$ cat config.mk
export PLATFORM = sky130hd
export DESIGN_NAME = first_system_bist
export DESIGN_NICKNAME = d
export VERILOG_FILES = /design/src/rtl/first_system_pkg.sv /design/src/rtl/bist_dwell_timer.sv /design/src/rtl/first_system_bist.sv
export SDC_FILE = /design/constraint.sdc
export NUM_CORES = 1
export LEC_CHECK = 0
export BUFFER_PORTS_ARGS = -buffer_cell sky130_fd_sc_hd__buf_2
export CORE_UTILIZATION = 52
export CTS_CLUSTER_DIAMETER = 30
export CTS_CLUSTER_SIZE = 25
export DETAILED_ROUTE_END_ITERATION = 8
export PLACE_DENSITY = 0.75
export SLEW_MARGIN = 5
export SYNTH_ARGS = -nofsm -noshare
export SYNTH_HDL_FRONTEND = slang
export SYNTH_SLANG_ARGS = --single-unit
$ cat constraint.sdc
create_clock -name clk -period 1.6 [get_ports clk]
set_input_delay 0 -clock clk [delete_from_list [all_inputs] [get_ports clk]]
set_output_delay 0 -clock clk [all_outputs]
set_load 0.01 [all_outputs]
$ cat src/rtl/first_system_pkg.sv
// Shared types and constants for the first_system self-test engine and its bench.
// The default truth table is out1 = in1 & in2, out2 = in1 | in2.
package first_system_pkg;

  typedef enum logic [1:0] {
    StIdle = 2'd0,
    StRun  = 2'd1,
    StDone = 2'd2
  } bist_state_e;

  localparam int unsigned NUM_VEC = 4;

  // Bits [2v+1:2v] hold the expected {out1,out2} for input vector v = {in1,in2}.
  localparam logic [7:0] EXP_TABLE_DEFAULT = 8'hD4;

endpackage

$ cat src/rtl/bist_dwell_timer.sv
// Dwell counter: counts enabled cycles and wraps to zero on the terminal count.
// tc_o flags the last cycle of a dwell period.
module bist_dwell_timer #(
  parameter int unsigned CNT_W        = 16,
  parameter int unsigned DWELL_CYCLES = 10
) (
  input  logic clk,
  input  logic rst_n,
  input  logic clr_i,
  input  logic en_i,
  output logic tc_o
);

  logic [CNT_W-1:0] cnt_q, cnt_d;

  assign tc_o = (cnt_q == CNT_W'(DWELL_CYCLES - 1));

  always_comb begin
    cnt_d = cnt_q;
    if (clr_i) begin
      cnt_d = '0;
    end else if (en_i) begin
      cnt_d = tc_o ? '0 : cnt_q + CNT_W'(1);
    end
  end

  always_ff @(posedge clk or negedge rst_n) begin
    if (!rst_n) begin
      cnt_q <= '0;
    end else begin
      cnt_q <= cnt_d;
    end
  end

endmodule

$ cat src/rtl/first_system_bist.sv
// Sweeps {in1,in2} through 00..11 into first_system, samples its outputs on the
// last dwell cycle of each vector and reports the comparison against EXP_TABLE.
module first_system_bist
  import first_system_pkg::*;
#(
  parameter int unsigned DWELL_CYCLES = 10,
  parameter logic [7:0]  EXP_TABLE    = EXP_TABLE_DEFAULT,
  parameter int unsigned CNT_W        = 16
) (
  input  logic       clk,
  input  logic       rst_n,
  input  logic       start,
  input  logic       dut_out1,
  input  logic       dut_out2,
  output logic       drv_in1,
  output logic       drv_in2,
  output logic       busy,
  output logic       done,
  output logic       pass,
  output logic [2:0] err_cnt,
  output logic       first_fail_vld,
  output logic [1:0] first_fail_vec,
  output logic [7:0] obs_table
);

  bist_state_e state_q, state_d;
  logic [1:0]  vec_q, vec_d;
  logic [1:0]  drv_q, drv_d;
  logic [2:0]  err_q, err_d;
  logic        ffv_q, ffv_d;
  logic [1:0]  ffvec_q, ffvec_d;
  logic [7:0]  obs_q, obs_d;

  logic       run;
  logic       start_acc;
  logic       tc;
  logic       sample;
  logic [1:0] resp;
  logic [1:0] exp_resp;

  assign run       = (state_q == StRun);
  assign start_acc = start && !run;
  assign sample    = run && tc;
  assign resp      = {dut_out1, dut_out2};
  assign exp_resp  = EXP_TABLE[{vec_q, 1'b0} +: 2];

  bist_dwell_timer #(
    .CNT_W       (CNT_W),
    .DWELL_CYCLES(DWELL_CYCLES)
  ) u_dwell_timer (
    .clk  (clk),
    .rst_n(rst_n),
    .clr_i(start_acc),
    .en_i (run),
    .tc_o (tc)
  );

  always_ff @(posedge clk or negedge rst_n) begin
    if (!rst_n) begin
      state_q <= StIdle;
    end else begin
      state_q <= state_d;
    end
  end

  always_comb begin
    state_d = state_q;
    unique case (state_q)
      StIdle:  if (start) state_d = StRun;
      StRun:   if (tc && (vec_q == 2'd3)) state_d = StDone;
      StDone:  if (start) state_d = StRun;
      default: state_d = StIdle;
    endcase
  end

  always_comb begin
    busy = run;
    done = (state_q == StDone);
    pass = done && (err_q == 3'd0);
  end

  always_comb begin
    vec_d   = vec_q;
    drv_d   = drv_q;
    err_d   = err_q;
    ffv_d   = ffv_q;
    ffvec_d = ffvec_q;
    obs_d   = obs_q;
    if (start_acc) begin
      vec_d   = 2'd0;
      drv_d   = 2'd0;
      err_d   = 3'd0;
      ffv_d   = 1'b0;
      ffvec_d = 2'd0;
      obs_d   = 8'd0;
    end else if (sample) begin
      obs_d[{vec_q, 1'b0} +: 2] = resp;
      if (resp != exp_resp) begin
        // At most four vectors can fail, so the 3-bit count never wraps.
        err_d = err_q + 3'd1;
        if (!ffv_q) begin
          ffv_d   = 1'b1;
          ffvec_d = vec_q;
        end
      end
      if (vec_q == 2'd3) begin
        vec_d = 2'd0;
        drv_d = 2'd0;
      end else begin
        vec_d = vec_q + 2'd1;
        drv_d = vec_q + 2'd1;
      end
    end
  end

  always_ff @(posedge clk or negedge rst_n) begin
    if (!rst_n) begin
      vec_q   <= 2'd0;
      drv_q   <= 2'd0;
      err_q   <= 3'd0;
      ffv_q   <= 1'b0;
      ffvec_q <= 2'd0;
      obs_q   <= 8'd0;
    end else begin
      vec_q   <= vec_d;
      drv_q   <= drv_d;
      err_q   <= err_d;
      ffv_q   <= ffv_d;
      ffvec_q <= ffvec_d;
      obs_q   <= obs_d;
    end
  end

  assign drv_in1        = drv_q[1];
  assign drv_in2        = drv_q[0];
  assign err_cnt        = err_q;
  assign first_fail_vld = ffv_q;
  assign first_fail_vec = ffvec_q;
  assign obs_table      = obs_q;

endmodule
==> metrics <==
DRT antenna net count 0; Die H 63.7 µm; drt wl/cell 16.5 µm; critical path class flop to flop; diode count 0; measured slew at the worst slew-check pin 0.773 ns; Max clock buf depth 2; Startpoint Class flop; Layout area overhead 44.7%; final WL 5.62 mm; Pins Over Slew Limit 0; CTS tree yes; library cells used by synthesis 45; first-pass GRT wire length 8.83 mm; CP required 1.82 ns; commonest non-fill, non-tap cells in the layout buf_4 (50), dfrtp_1 (32), buf_2 (23), nand2_1 (22), inv_1 (16); Vias 1,939; final RePlAce weighted congestion 0.826; status finished with violations; DIE AREA 4060 µm²; Initial Util 54.1%; yosys warns 0; Seq/Total Area, Yosys 43.0%; drt pass-1 iters 4; failing checks setup timing; most common cell after layout, fill and taps aside buf_4; final hold violations 0; critical path endpoint category flop; EDFF count, synth 0; setup violators final 29; number of vias per cell 5.69; final period utilization 116%; # rows 22; clock transition at the registers of the reported paths 0.08 ns; FMAX 539 MHz; Post-Place Cell Area 2500 µm²; Final nets 308; largest net degree at the start of global routing 35; Sink Count 34; Hold Slack 0.0112 ns; IO Pins 24; Leak 1.30 nW; core area 3660 µm²; gr ovfl total 0; setup ws final -0.254 ns; max-cap viol count 0; H-tree depth 2; initial antenna violation count 0; synthesized net count 229; die width 63.7 µm; final instance area 2870 µm²; synthesized area 1980 µm²; Final Skew 0.00984 ns; Num CTS Buffers 5; clk_lat worst skew 0.29 ns; Placement Setup Slack -0.372 ns; worst hold path class input port to flop; Slew headroom 48.4%; I/O Buffers 23; WP data arrival 2.07 ns; Root Buffer clkbuf_8; Most used DFF post-synth dfrtp_1; #FFs+latches synth 34; Gate Count Post-Synth 213; ys async rst share 100%; Pwr per Cell Area 1390 nW/µm²; RSZ-0062 raised after global routing yes; mean post-synth cell area 9.30 µm²; Filler Cells Inserted 238; fraction of final layout cells sized beyond drive strength 1 41.3%; GRT Overall Usage 28.6%; vias in the first global route 1,894; worst vdd ir 0.942 mV; post-layout minimum cycle time 1.85 ns; DP HPWL 3.57 mm; Worst Path Max Fanout 7; # DRC 0; Initial DRC Count 122; Total Power 0.00399 W; setup slack, reg-to-reg -0.25 ns
[per-stage QoR]
step | TNS [ns] | cells | util [%]
2_1_floorplan | -0.431 | 213 | -
3_3_place_gp | -1.99 | 321 | 68.4
3_5_place_dp | -4.11 | 321 | 68.4
4_1_cts | -3.38 | 336 | 74.3
5_1_grt | -6.19 | 341 | 78.3
6_report | -3.98 | 341 | 78.3
[metal layers]
metal / GRT usage (%) / wire, µm / vias to the layer above
met5: 0 / 0 / -
met4: 10.5 / 112 / 0
met3: 6.52 / 276 / 15
met2: 45.7 / 2770 / 65
met1: 37.4 / 2460 / 928
li1: - / - / 931
[final timing paths]
check / endpoint / depth (start not counted) / from
max: first_fail_vec[1] / 7 / u_dwell_timer.cnt_q[1]
min: obs_table[0] / 3 / dut_out2
max reg2reg: first_fail_vec[1] / 7 / u_dwell_timer.cnt_q[1]
min reg2reg: obs_table[6] / 2 / obs_table[6]
max in group asynchronous: drv_q[0] / 2 / rst_n
min in group asynchronous: obs_table[7] / 2 / rst_n
[cell type report]
class,instances,area [µm²],share of cell area (%)
multi-input combinational,151,1220,42.4
sequential,34,853,29.8
timing repair buffer,80,568,19.8
clock buffer,7,86.3,3.01
inverter,20,77.6,2.71
tap,48,60.1,2.10
clock inverter,1,5.00,0.175
[synth_stat cells, drive strengths merged (2+ instances only)]
cell type	count	area (µm²)
a41oi	3	26.3
o41ai	3	26.3
nor2	11	41.3
a31oi	10	62.6
nor3	4	20.0
a21oi	13	65.1
nand4	6	43.8
or4b	2	20.0
xor2	2	17.5
mux2i	11	110
or3	2	12.5
inv	19	71.3
ha	11	138
nand3	9	45.0
clkbuf	5	18.8
buf	3	21.3
nand3b	2	15.0
dfrtp	34	851
o21ai	12	60.1
nand2b	2	12.5
a211oi	3	22.5
nor4	3	40.0
nand2	25	93.8
[repair_timing]
| item | in CTS | in global routing |
|---|---|---|
| hold endpoints to repair | 34 | 0 |
| gates resized for setup | 14 | 29 |
| endpoints found under the setup margin | 34 | 34 |
| buffers inserted | 5 | 5 |
| hold buffers | 1 | 0 |
| gates cloned | 1 | 1 |
| pin swaps | 5 | 17 |
[logic make-up (layout without fill, tap and decap cells)]
| family | count (synthesis) | after routing | synth area share, % |
|---|---|---|---|
| muxes | 11 | 11 | 5.56 |
| DFF | 34 | 34 | 43.0 |
| xor gates and xnor gates | 3 | 3 | 1.33 |
| buffers and inverters | 28 | 108 | 5.81 |
| AOI/OAI and AO/OA | 53 | 53 | 17.0 |
| adders and majority gates | 11 | 11 | 6.95 |
| and+or+nand+nor | 73 | 73 | 20.4 |
[where the power goes]
part / total [W] / internal, W / switching [W] / leakage, nW
combinational: 0.00210 / 0.00102 / 0.00108 / 0.806
sequential: 0.00123 / 0.00106 / 0.000168 / 0.443
clock: 0.000662 / 0.000347 / 0.000315 / 0.0482
total: 0.00399 / 0.00243 / 0.00157 / 1.30
[worst max-delay path, cell delays in order (launching register included)]
cell and delay, ns:
dfrtp_1 0.40, inv_2 0.08, ha_4 0.12, nor4b_4 0.17, buf_4 0.18, nand4_4 0.12, or4b_1 0.57, a21oi_2 0.14
[sequential cells by signal, summed over array words and instances (netlist names)]
register / count
drv_q: 2
err_cnt: 3
first_fail_vec: 2
first_fail_vld: 1
obs_table: 8
state_q: 2
u_dwell_timer.cnt_q: 16
(Power assumes the default switching activity.)
